## src/rtl/nibble_serial_add_ctrl.sv

```systemverilog
// rtl/nibble_serial_add_ctrl.sv - WIDTH-bit add/subtract sequenced over one shared 4-bit ripple slice
module nibble_serial_add_ctrl #(
    parameter int WIDTH = 16
) (
    input  logic             clk,
    input  logic             rst_n,
    input  logic             req_valid,
    output logic             req_ready,
    input  logic [WIDTH-1:0] req_a,
    input  logic [WIDTH-1:0] req_b,
    input  logic             req_sub,
    output logic             rsp_valid,
    input  logic             rsp_ready,
    output logic [WIDTH-1:0] rsp_sum,
    output logic             rsp_cout,
    output logic             rsp_ovf
);
    localparam int NIB = WIDTH / 4;
    localparam int IW  = (NIB > 1) ? $clog2(NIB) : 1;

    typedef enum logic [1:0] {IDLE, RUN, DONE} state_t;

    state_t           state, state_next;
    logic [WIDTH-1:0] a_reg, b_reg, sum_reg;
    logic             carry_reg, cout_reg, ovf_reg;
    logic [IW-1:0]    idx;
    logic             last_nib;
    logic [3:0]       a_nib, b_nib, s_nib;
    logic [4:0]       c;

    assign last_nib = (idx == IW'(NIB - 1));
    assign a_nib    = a_reg[{idx, 2'b00} +: 4];
    assign b_nib    = b_reg[{idx, 2'b00} +: 4];

    // Four full-adder cells; c[3] is the carry into the top bit of the nibble.
    assign c[0] = carry_reg;
    for (genvar j = 0; j < 4; j++) begin : g_fa
        assign s_nib[j] = a_nib[j] ^ b_nib[j] ^ c[j];
        assign c[j+1]   = (a_nib[j] & b_nib[j]) | (c[j] & (a_nib[j] ^ b_nib[j]));
    end

    always_ff @(posedge clk or negedge rst_n) begin
        if (!rst_n) begin
            state <= IDLE;
        end else begin
            state <= state_next;
        end
    end

    always_comb begin
        state_next = state;
        req_ready  = 1'b0;
        rsp_valid  = 1'b0;
        case (state)
            IDLE: begin
                req_ready = 1'b1;
                if (req_valid) begin
                    state_next = RUN;
                end
            end
            RUN: begin
                if (last_nib) begin
                    state_next = DONE;
                end
            end
            DONE: begin
                rsp_valid = 1'b1;
                if (rsp_ready) begin
                    state_next = IDLE;
                end
            end
            default: state_next = IDLE;
        endcase
    end

    always_ff @(posedge clk or negedge rst_n) begin
        if (!rst_n) begin
            a_reg     <= '0;
            b_reg     <= '0;
            sum_reg   <= '0;
            carry_reg <= 1'b0;
            cout_reg  <= 1'b0;
            ovf_reg   <= 1'b0;
            idx       <= '0;
        end else begin
            case (state)
                IDLE: begin
                    if (req_valid) begin
                        a_reg     <= req_a;
                        b_reg     <= req_sub ? ~req_b : req_b;
                        carry_reg <= req_sub;
                        idx       <= '0;
                    end
                end
                RUN: begin
                    sum_reg[{idx, 2'b00} +: 4] <= s_nib;
                    carry_reg                  <= c[4];
                    if (last_nib) begin
                        cout_reg <= c[4];
                        ovf_reg  <= c[3] ^ c[4];
                    end else begin
                        idx <= idx + IW'(1);
                    end
                end
                default: ;
            endcase
        end
    end

    assign rsp_sum  = sum_reg;
    assign rsp_cout = cout_reg;
    assign rsp_ovf  = ovf_reg;
endmodule

```

## config.mk

```make
export PLATFORM = sky130hd
export DESIGN_NAME = nibble_serial_add_ctrl
export DESIGN_NICKNAME = d
export VERILOG_FILES = /design/src/rtl/nibble_serial_add_ctrl.sv
export SDC_FILE = /design/constraint.sdc
export NUM_CORES = 1
export LEC_CHECK = 0
export ABC_AREA = 1
export BUFFER_PORTS_ARGS = -buffer_cell sky130_fd_sc_hd__clkbuf_2
export CORE_ASPECT_RATIO = 0.9
export CORE_UTILIZATION = 45
export CTS_CLUSTER_SIZE = 14
export DETAILED_ROUTE_END_ITERATION = 6
export PLACE_DENSITY = 0.79
export SLEW_MARGIN = 30
export SYNTH_ARGS = -nofsm -noshare
export SYNTH_HDL_FRONTEND = slang
export SYNTH_SLANG_ARGS = --single-unit
```

## constraint.sdc

```tcl
create_clock -name clk -period 5.1 [get_ports clk]
set_input_delay 0.765 -clock clk [delete_from_list [all_inputs] [get_ports clk]]
set_output_delay 0.765 -clock clk [all_outputs]
set_load 0.02 [all_outputs]
```

==> flow_summary_export.csv, run 1 <==
group,metric,value,unit
outcome,status,"finished, final reports clean",
timing,fmax,303,MHz
cells_and_area,multiInputGateArea,0.00131,mm^2
cells_and_area,layout_commonest_cell,"nand2_1",
worst_setup_path,required,5.31,ns
timing,fin_crit,3.30,ns
floorplan,die_y,78.2,um
timing,layout_setup_ws,1.80,ns
cells_and_area,design_area,0.00329,mm^2
global_routing,antenna_found_initial,0,
cells_and_area,n_fill_cell,622,
yosys,ys_types,20,
floorplan,core_area,0.00618,mm^2
global_routing,grt_pass1_vias,2336,
global_routing,track_usage,18.9,%
timing,hold_violations,0,
place,post-place-ws,1.83,ns
power_and_ir_drop,p_int,1.16,mW
clock_network,cts_setup_buffers,0,
run,maxCapViolations,0,
detailed_routing,detailroute.via_count,2392,
yosys,yosys_warnings,0,
yosys,ys_ff_latch,55,
detailed_routing,wl,5670,um
power_and_ir_drop,p_leak,1.86,nW
clock_network,post_cts_resized,0,
power_and_ir_drop,pwr-share-seq,34.6,%
yosys,synth_top_cell_area_share,47.4,%
yosys,syn_area,0.00290,mm^2
worst_setup_path,critPathCaptureType,"flip-flop",
yosys,synth_area_per_cell,7.86,um^2
timing,worst_clock_skew,0.00747,ns
floorplan,io_pins,57,
power_and_ir_drop,comb_power_share,52.1,%
timing,tightest_slew,0.689,ns
worst_setup_path,start_kind,"flip-flop",
place,place_area,0.00318,mm^2
cells_and_area,layout-area-overhead-vs-synth,13.4,%
worst_setup_path,cpMaxStageDelayCell,"inv_1",
worst_hold_path,worstHoldStart,"rsp_sum[12]",
timing,timing.hold.ws,0.487,ns
timing,period_share,64.8,%
clock_network,cts_root_buffer,"clkbuf_8",
cells_and_area,drive_gt1_share,16.7,%
global_routing,overflow,0,
cells_and_area,final_cell_mix,"nand2_1 (186), clkbuf_2 (56), dfrtp_1 (55)",
worst_setup_path,crit_fanout,29,
floorplan,start_util,46.9,%
yosys,yosysTopAreaCell,"dfrtp_1",
yosys,yosysSeqAreaShare,47.4,%
global_routing,grt-busiest-layer,"met2",
timing,drv_slew,0,
place,post-dp-hpwl,4180,um
cells_and_area,register_area,0.00138,mm^2
clock_network,cts_tree,"done",
worst_setup_path,reg2reg_from,"idx[0]",
worst_setup_path,crit_path_cell_trace,"buf_4 > inv_1 > o211ai_1 > nand2_1 > fa_1 > inv_1 > fa_1 > fa_1 > inv_1 > fa_1 > nand2_1 > nor2_1 > nand2_1 > nand2_1",
worst_setup_path,crit_family,"adder cells",
worst_setup_path,critPathMaxStageDelay,0.50,ns
worst_setup_path,cp_num_buf_inv,4,
cells_and_area,antenna_cells,0,
clock_network,path_clk_slew,0.09,ns
detailed_routing,vias_per_cell,4.74,
clock_network,cts-hold-fix-buffers,0,
global_routing,gr-usage-met2,30.6,%
power_and_ir_drop,p_sw,1.00,mW
clock_network,clockBufferDepth,2,
place,portBuffers,56,
clock_network,numClockSinks,55,
timing,setup_tns,0,ns
yosys,synthTopCellsByArea,"dfrtp_1 (47%), nand2_1 (24%), xor2_1 (4.8%), nand3_1 (4.1%), fa_1 (2.8%)",
global_routing,globalRouteMet1Util,24.5,%
global_routing,grt_max_degree,56,
clock_network,htreeDepth,2,
power_and_ir_drop,p_sw_share,46.4,%
place,gp_congestion,0.820,
clock_network,numCtsBuffers,5,
power_and_ir_drop,max-vdd-ir-drop,264,uV
detailed_routing,routedWlPerCell,11.2,um
timing,rsz0062_at_grt,"no",
worst_hold_path,hold_class,"flip-flop to flip-flop",
cells_and_area,nets,464,
worst_setup_path,path_class,"flip-flop to flip-flop",
power_and_ir_drop,clock_power_share,13.4,%
power_and_ir_drop,p_per_area,656,mW/mm^2
clock_network,clk_latency,0.32,ns
floorplan,dieWidth,86.6,um
timing,setup_violations,0,
global_routing,grt_pass1_wl,10100,um
detailed_routing,antenna_left,0,
detailed_routing,dr.pass1.iters,4,
yosys,netlist_instances,369,
detailed_routing,drt_iter0_markers,142,
detailed_routing,drc_errors,0,
cells_and_area,utilization,53.2,%
timing,relSlewSlack,54.1,%
floorplan,die_area,0.00677,mm^2
worst_setup_path,crit_arrival,3.52,ns
floorplan,rows,27,
worst_setup_path,startpoint,"idx[0]",
yosys,synth_nets,416,
global_routing,grtUsageMet3,5.57,%
## final timing paths
path / to / slack, ns / cells past startpoint
setup / recovery: rsp_sum[15] / 1.80 / 14
hold reg to reg: rsp_sum[12] / 0.49 / 2
min in group asynchronous: state[1] / 0.56 / 2
max in group asynchronous: b_reg[10] / 4.08 / 2
hold / removal: rsp_sum[12] / 0.49 / 2
setup reg to reg: rsp_sum[15] / 1.80 / 14
## stage by stage
step | power, mW | std cells
after floorplan | 1.63 | 369
after global placement | 1.85 | 497
after detailed placement | 1.87 | 497
after CTS | 2.17 | 505
after global routing | 2.37 | 505
final | 2.16 | 505
## Yosys cell counts
library cell  count
nand4_1           2
nand2_1         186
o211ai_1          4
ha_1              6
o21ai_0          10
xor2_1           16
inv_2             1
buf_6             5
nor2_1           17
nand3_1          24
fa_1              4
dfrtp_1          55
nor2_4            1
o31ai_1           1
inv_1            21
buf_4             5
buf_2             7
clkinv_1          1
nand2_2           2
xnor2_1           1
## layer usage
| layer | share of wire, % | vias to the layer above |
|---|---|---|
| met3 | 4.8 | 11 |
| li1 | - | 1225 |
| met1 | 48 | 1094 |
| met4 | 1.6 | 0 |
| met2 | 46 | 62 |
| met5 | 0 | - |
## logic make-up after synthesis
group / synth area share [%]
simple gates: 31.7
flops: 47.4
buf+inv: 7.42
xor+xnor: 5.13
compound gates: 3.02
fa+ha+maj: 5.35
## layout make-up
cell class | instances | share of cell area, %
Inverter | 23 | 2.62
Multi-Input combinational cell | 274 | 39.8
Sequential cell | 55 | 41.8
Tap cell | 87 | 3.31
Clock inverter | 3 | 1.33
Timing Repair Buffer | 58 | 8.98
Clock buffer | 5 | 2.09
## worst min-delay path, delay by kind of cell (launching register included)
family | cells | cell delay, ns
flops | 1 | 0.35
simple gates | 2 | 0.11
## power by group through the flow
stage / sequential (mW) / combinational (mW) / clock (mW)
2_1_floorplan: 0.762 / 0.869 / 0
3_3_place_gp: 0.753 / 1.10 / 0
5_1_grt: 0.771 / 1.29 / 0.317
4_1_cts: 0.747 / 1.12 / 0.296
3_5_place_dp: 0.755 / 1.12 / 0
6_report: 0.747 / 1.12 / 0.289
(Power assumes the default switching activity.)
==> run 2, diff against run 1 <==
--- a/config.mk
+++ b/config.mk
@@ -5,7 +5,7 @@
 export SDC_FILE = /design/constraint.sdc
 export NUM_CORES = 1
 export LEC_CHECK = 0
-export ABC_AREA = 1
+export ABC_AREA = 0
 export BUFFER_PORTS_ARGS = -buffer_cell sky130_fd_sc_hd__clkbuf_2
 export CORE_ASPECT_RATIO = 0.9
 export CORE_UTILIZATION = 45
==> constraint.sdc (replaced) <==
create_clock -name clk -period 3.3 [get_ports clk]
set_input_delay 0.495 -clock clk [delete_from_list [all_inputs] [get_ports clk]]
set_output_delay 0.495 -clock clk [all_outputs]
set_load 0.02 [all_outputs]
==> run 2 against run 1 <==
Register-to-register slack got worse by 1.5 ns. Clock power up 31%. Worst setup slack got worse by 1.5 ns. Critical endpoint is now rsp_sum[7]. Final cell count is 25% lower. Critical path type unchanged. Sequential share of layout area rose by 0.50 points. Synthesized cell count decreased by 36%. Critical path depth down 5. Combinational power is 63% higher. Clock skew grew 0.0023 ns. Fmax increased by 10%.
==> flow_summary_export.csv, run 2 <==
group,metric,value,unit
yosys,netlist_instances,235,
worst_hold_path,hold_class,"primary input to async pin",
detailed_routing,vias_per_cell,5.01,
timing,fin_crit,3.00,ns
global_routing,antenna_found_initial,0,
cells_and_area,stdcell_count,378,
floorplan,die_area,0.00663,mm^2
detailed_routing,wl,5270,um
floorplan,die_y,77.4,um
yosys,yosysTopAreaCell,"dfrtp_1",
worst_setup_path,critPathMaxStageDelay,0.62,ns
worst_setup_path,critPathCaptureType,"flip-flop",
timing,period_share,90.9,%
cells_and_area,nets,337,
worst_setup_path,start_kind,"flip-flop",
worst_setup_path,worst_r2r_endpoint,"rsp_sum[7]",
clock_network,cts_setup_buffers,0,
timing,fmax,333,MHz
timing,setup_violations,0,
global_routing,grt_pass1_vias,1893,
timing,hold_violations,0,
cells_and_area,drive_gt1_share,33.3,%
global_routing,track_usage,17.6,%
worst_setup_path,cp_num_buf_inv,2,
yosys,synth_area_per_cell,12.1,um^2
place,gp_congestion,0.778,
clock_network,numCtsBuffers,5,
power_and_ir_drop,max-vdd-ir-drop,445,uV
timing,timing.hold.ws,0.245,ns
worst_setup_path,required,3.53,ns
yosys,ys_types,36,
detailed_routing,dr.pass1.iters,4,
detailed_routing,drt_iter0_markers,101,
worst_setup_path,crit_arrival,3.23,ns
timing,relSlewSlack,49.2,%
yosys,synthFlopType,"dfrtp_1",
power_and_ir_drop,total_power,3.42,mW
cells_and_area,final_cell_mix,"dfrtp_1 (55), clkbuf_2 (55), nand2_1 (26)",
clock_network,cts_root_buffer,"clkbuf_8",
clock_network,cts_tree,"done",
clock_network,numClockSinks,55,
yosys,synth_top_cell_area_share,48.5,%
worst_setup_path,r2r_slack,0.30,ns
detailed_routing,routedWlPerCell,13.9,um
timing,tightest_slew,0.762,ns
outcome,status,"finished, final reports clean",
clock_network,post_cts_resized,0,
timing,layout_setup_ws,0.300,ns
worst_setup_path,crit_fanout,7,
place,post-dp-hpwl,4040,um
timing,rsz0062_at_grt,"no",
place,post-place-ws,0.325,ns
timing,drv_slew,0,
clock_network,htreeDepth,2,
power_and_ir_drop,p_leak,1.48,nW
floorplan,rows,27,
clock_network,path_clk_slew,0.10,ns
worst_setup_path,reg2reg_depth,9,
timing,worst_clock_skew,0.00980,ns
clock_network,clockBufferDepth,2,
power_and_ir_drop,p_per_area,1050,mW/mm^2
yosys,synth_common_cells,"dfrtp_1 (55), nand2_1 (26), nor2_1 (21), mux2_2 (18), xnor2_1 (16)",
worst_setup_path,cpMaxStageDelayCell,"mux4_1",
worst_setup_path,reg2reg_from,"idx[0]",
yosys,synthTopCellsByArea,"dfrtp_1 (48%), mux2_2 (7.1%), mux4_1 (6.5%), xnor2_1 (4.9%), nand2_1 (3.4%)",
yosys,syn_area,0.00284,mm^2
floorplan,core_area,0.00611,mm^2
clock_network,clk_latency,0.31,ns
cells_and_area,layout-area-overhead-vs-synth,14.4,%
yosys,ys_ff_latch,55,
worst_setup_path,path_class,"flip-flop to flip-flop",
yosys,synth_nets,282,
place,dp_cells,369,
yosys,yosysMostFrequentCell,"dfrtp_1",
worst_setup_path,crit_path_cell_trace,"mux4_1 > fa_1 > inv_1 > fa_1 > fa_1 > inv_1 > fa_1 > nand3_1 > o21ai_0",
yosys,yosys_warnings,0,
floorplan,start_util,46.4,%
run,maxCapViolations,0,
yosys,postSynth.asyncResetShare,100,%
cells_and_area,n_fill_cell,539,
detailed_routing,detailroute.via_count,1892,
cells_and_area,antenna_cells,0,
global_routing,grt_max_degree,35,
worst_setup_path,crit_top_cell,"fa_1",
global_routing,grt_pass1_wl,8970,um
detailed_routing,antenna_left,0,
clock_network,cts-hold-fix-buffers,0,
worst_setup_path,crit_family,"adder cells",
yosys,yosysSeqAreaShare,48.5,%
floorplan,io_pins,57,
yosys,synth_edf_count,0,
floorplan,dieWidth,85.7,um
timing,setup_tns,0,ns
global_routing,overflow,0,
place,portBuffers,56,
detailed_routing,drc_errors,0,
run 2: cell types whose count changed after synthesis, moves of 7 or more:
cell / change
mux4_1: +7
nand2_1: -160
a21oi_1: +13
xnor2_1: +15
nand3_1: -22
inv_1: -12
mux2_2: +18
xor2_1: -15
run 2: cell families after synthesis:
| logic type | count (synthesis) | synth area share (%) |
|---|---|---|
| flops | 55 | 48.5 |
| buf+inv | 24 | 5.68 |
| xor+xnor | 17 | 5.24 |
| compound gates | 40 | 9.16 |
| fa+ha+maj | 10 | 5.46 |
| mux | 27 | 14.8 |
| simple gates | 62 | 11.2 |
run 2: power breakdown:
part | internal (mW) | switching (mW) | leakage (nW)
Combinational | 0.823 | 0.993 | 0.764
Sequential | 0.982 | 0.241 | 0.668
Clock | 0.153 | 0.228 | 0.0485
run 2: worst max-delay path by stage:
stage	start	end	slack, ns	cells past startpoint
2_1_floorplan	idx[0]	rsp_sum[7]	0.42	11
3_3_place_gp	idx[0]	rsp_sum[7]	0.45	9
3_5_place_dp	idx[0]	rsp_sum[15]	0.33	9
4_1_cts	idx[0]	rsp_sum[15]	0.30	9
5_1_grt	idx[0]	rsp_sum[3]	0.14	9
6_report	idx[0]	rsp_sum[7]	0.30	9
run 2: worst register-to-register path, delay by kind of cell, from the launching register on:
kind	cells	cell delay (ns)
multiplexers	1	0.62
buffers and inverters	2	0.16
flip-flops	1	0.52
adder cells (fa/ha/maj)	4	1.37
AO/OA/AOI/OAI	1	0.17
AND/OR/NAND/NOR	1	0.09
run 2: metrics by stage:
stage / cell area, um^2 / utilization [%]
2_1_floorplan: 2840 / -
3_3_place_gp: 3150 / 51.5
3_5_place_dp: 3150 / 51.5
4_1_cts: 3240 / 53.0
5_1_grt: 3250 / 53.2
6_report: 3250 / 53.2
run 2: cell type report:
class                      count  area [um^2]  area share, %
timing repair buffer          62          329           10.1
clock buffer                   5         68.8           2.12
sequential                    55         1380           42.3
inverter                      10         42.5           1.31
clock inverter                 3         22.5          0.693
tap                           87          109           3.35
multi-input combinational    156         1300           40.1
run 2: per-layer routing:
layer | vias up | wire length, um | track usage, % | part of all wire, %
met5 | - | 0 | 0 | 0
met4 | 0 | 38 | 4.83 | 0.72
met3 | 4 | 192 | 3.40 | 3.6
met2 | 45 | 2640 | 30.2 | 50
met1 | 919 | 2400 | 22.7 | 45
li1 | 924 | - | - | -
==> run 3, diff against run 2 <==
--- a/config.mk
+++ b/config.mk
@@ -12,6 +12,7 @@
 export CTS_CLUSTER_SIZE = 14
 export DETAILED_ROUTE_END_ITERATION = 6
 export PLACE_DENSITY = 0.79
+export REMOVE_ABC_BUFFERS = 1
 export SLEW_MARGIN = 30
 export SYNTH_ARGS = -nofsm -noshare
 export SYNTH_HDL_FRONTEND = slang
==> run 3 against run 2 <==
Clock skew is 0.0025 ns lower. Global-route usage is 0.24 points higher. Final cell count is 0.26% higher. Clock-buffer cell count is 2 higher. Fmax is 5.1% higher. Flip-flop and latch count stayed put. First-iteration DRC count is 4.0% lower. Core utilization is 0.33 points higher. Critical endpoint unchanged. Sequential power hardly changed. Wire length is 2.8% higher. Critical path type unchanged. Die area stayed put. Largest cell class unchanged.
==> flow_summary_export.csv, run 3 (synthesis gave the netlist of run 2 again) <==
group,metric,value,unit
detailed_routing,wl_met3,198,um
detailed_routing,met1_length,2460,um
worst_setup_path,critPathCaptureType,"flip-flop",
floorplan,die_area,0.00663,mm^2
worst_hold_path,hold_class,"primary input to async pin",
worst_setup_path,r2r_slack,0.44,ns
clock_network,clk_latency,0.31,ns
timing,setup_violations,0,
place,portBuffers,56,
power_and_ir_drop,p_leak,1.49,nW
place,gp_congestion,0.765,
clock_network,cts_tree,"done",
detailed_routing,detailroute.via_count,1926,
place,dp_cells,370,
worst_setup_path,required,3.53,ns
worst_setup_path,crit_arrival,3.09,ns
worst_setup_path,crit_fanout,4,
clock_network,clockBufferDepth,2,
run,maxCapViolations,0,
worst_setup_path,reg2reg_from,"idx[0]",
detailed_routing,dr.pass1.iters,4,
timing,worst_clock_skew,0.00732,ns
worst_setup_path,critPathMaxStageDelay,0.60,ns
global_routing,grt_pass1_vias,1838,
global_routing,grt_max_degree,36,
clock_network,cts_setup_buffers,0,
worst_setup_path,cpMaxStageDelayCell,"mux4_1",
clock_network,cts_root_buffer,"clkbuf_8",
place,post-dp-hpwl,4110,um
floorplan,core_area,0.00611,mm^2
detailed_routing,vias_per_cell,5.08,
worst_setup_path,startpoint,"idx[0]",
timing,relSlewSlack,53.8,%
timing,fmax,350,MHz
clock_network,numCtsBuffers,5,
cells_and_area,n_fill_cell,533,
clock_network,htreeDepth,2,
global_routing,overflow,0,
timing,drv_slew,0,
worst_setup_path,path_class,"flip-flop to flip-flop",
detailed_routing,route.met2.wl,2660,um
cells_and_area,stdcell_count,379,
global_routing,track_usage,17.8,%
worst_setup_path,start_kind,"flip-flop",
worst_setup_path,crit_top_cell,"fa_1",
power_and_ir_drop,max-vdd-ir-drop,554,uV
worst_setup_path,crit_path_end,"rsp_sum[7]",
worst_setup_path,crit_path_cell_trace,"mux4_1 > fa_1 > inv_1 > fa_1 > fa_1 > inv_1 > fa_1 > nand3_1 > o21ai_0",
cells_and_area,drive_gt1_share,33.6,%
floorplan,dieWidth,85.7,um
cells_and_area,antenna_cells,0,
detailed_routing,top_layer,"met4",
cells_and_area,layout-area-overhead-vs-synth,15.2,%
floorplan,io_pins,57,
outcome,status,"finished, final reports clean",
detailed_routing,wl,5420,um
timing,rsz0062_at_grt,"no",
power_and_ir_drop,p_per_area,1060,mW/mm^2
clock_network,numClockSinks,55,
timing,hold_violations,0,
detailed_routing,drt_iter0_markers,97,
cells_and_area,layout_commonest_cell,"clkbuf_2",
clock_network,path_clk_slew,0.09,ns
global_routing,antenna_found_initial,0,
detailed_routing,routedWlPerCell,14.3,um
floorplan,die_y,77.4,um
timing,tightest_slew,0.693,ns
clock_network,post_cts_resized,0,
cells_and_area,final_cell_mix,"clkbuf_2 (56), dfrtp_1 (55), nand2_1 (26)",
power_and_ir_drop,total_power,3.48,mW
cells_and_area,nets,338,
timing,period_share,86.5,%
worst_setup_path,reg2reg_depth,9,
floorplan,start_util,46.4,%
timing,setup_tns,0,ns
detailed_routing,drc_errors,0,
worst_setup_path,worst_r2r_endpoint,"rsp_sum[7]",
detailed_routing,antenna_left,0,
clock_network,cts-hold-fix-buffers,0,
floorplan,rows,27,
timing,fin_crit,2.86,ns
global_routing,grt_pass1_wl,9150,um
run 3: worst max-delay path, delay by kind of cell, from the launching register on:
family	cells	cell delay [ns]
adders and majority gates	4	1.35
muxes	1	0.60
DFF	1	0.45
AOI/OAI and AO/OA	1	0.15
buffers and inverters	2	0.14
and+or+nand+nor	1	0.09
run 3: how the worst min path moves through the flow:
| stage | end | slack (ns) | cells past startpoint |
|---|---|---|---|
| 3_5_place_dp | rsp_sum[5] | 0.47 | 2 |
| 4_1_cts | rsp_sum[0] | 0.15 | 1 |
| 6_report | rsp_sum[0] | 0.13 | 1 |
| 2_1_floorplan | a_reg[0] | 0.20 | 0 |
| 5_1_grt | carry_reg | 0.17 | 1 |
| 3_3_place_gp | rsp_sum[12] | 0.46 | 2 |
run 3: layout make-up:
class | count | area (um^2) | area share [%]
timing repair buffer | 63 | 337 | 10.3
tap | 87 | 109 | 3.33
clock inverter | 1 | 7.51 | 0.230
clock buffer | 7 | 96.3 | 2.95
inverter | 10 | 42.5 | 1.30
sequential | 55 | 1380 | 42.1
multi-input combinational | 156 | 1300 | 39.8
run 3: layer usage:
layer / vias to the layer above / GRT usage (%)
met1: 932 / 24.3
met5: - / 0
met2: 55 / 28.6
met4: 0 / 6.83
li1: 931 / -
met3: 8 / 2.87
run 3: power by group:
group / internal, mW / switching, mW
clock: 0.191 / 0.224
sequential: 0.982 / 0.241
combinational: 0.830 / 1.01
run 3: through the flow:
stage	hold WS, ns	setup slack [ns]	util (%)	area, um^2
6_report	0.133	0.445	53.5	3270
5_1_grt	0.165	0.241	53.5	3270
4_1_cts	0.153	0.434	53.3	3260
3_5_place_dp	0.468	0.459	51.6	3160
3_3_place_gp	0.461	0.549	51.6	3160
2_1_floorplan	0.199	0.218	-	2720
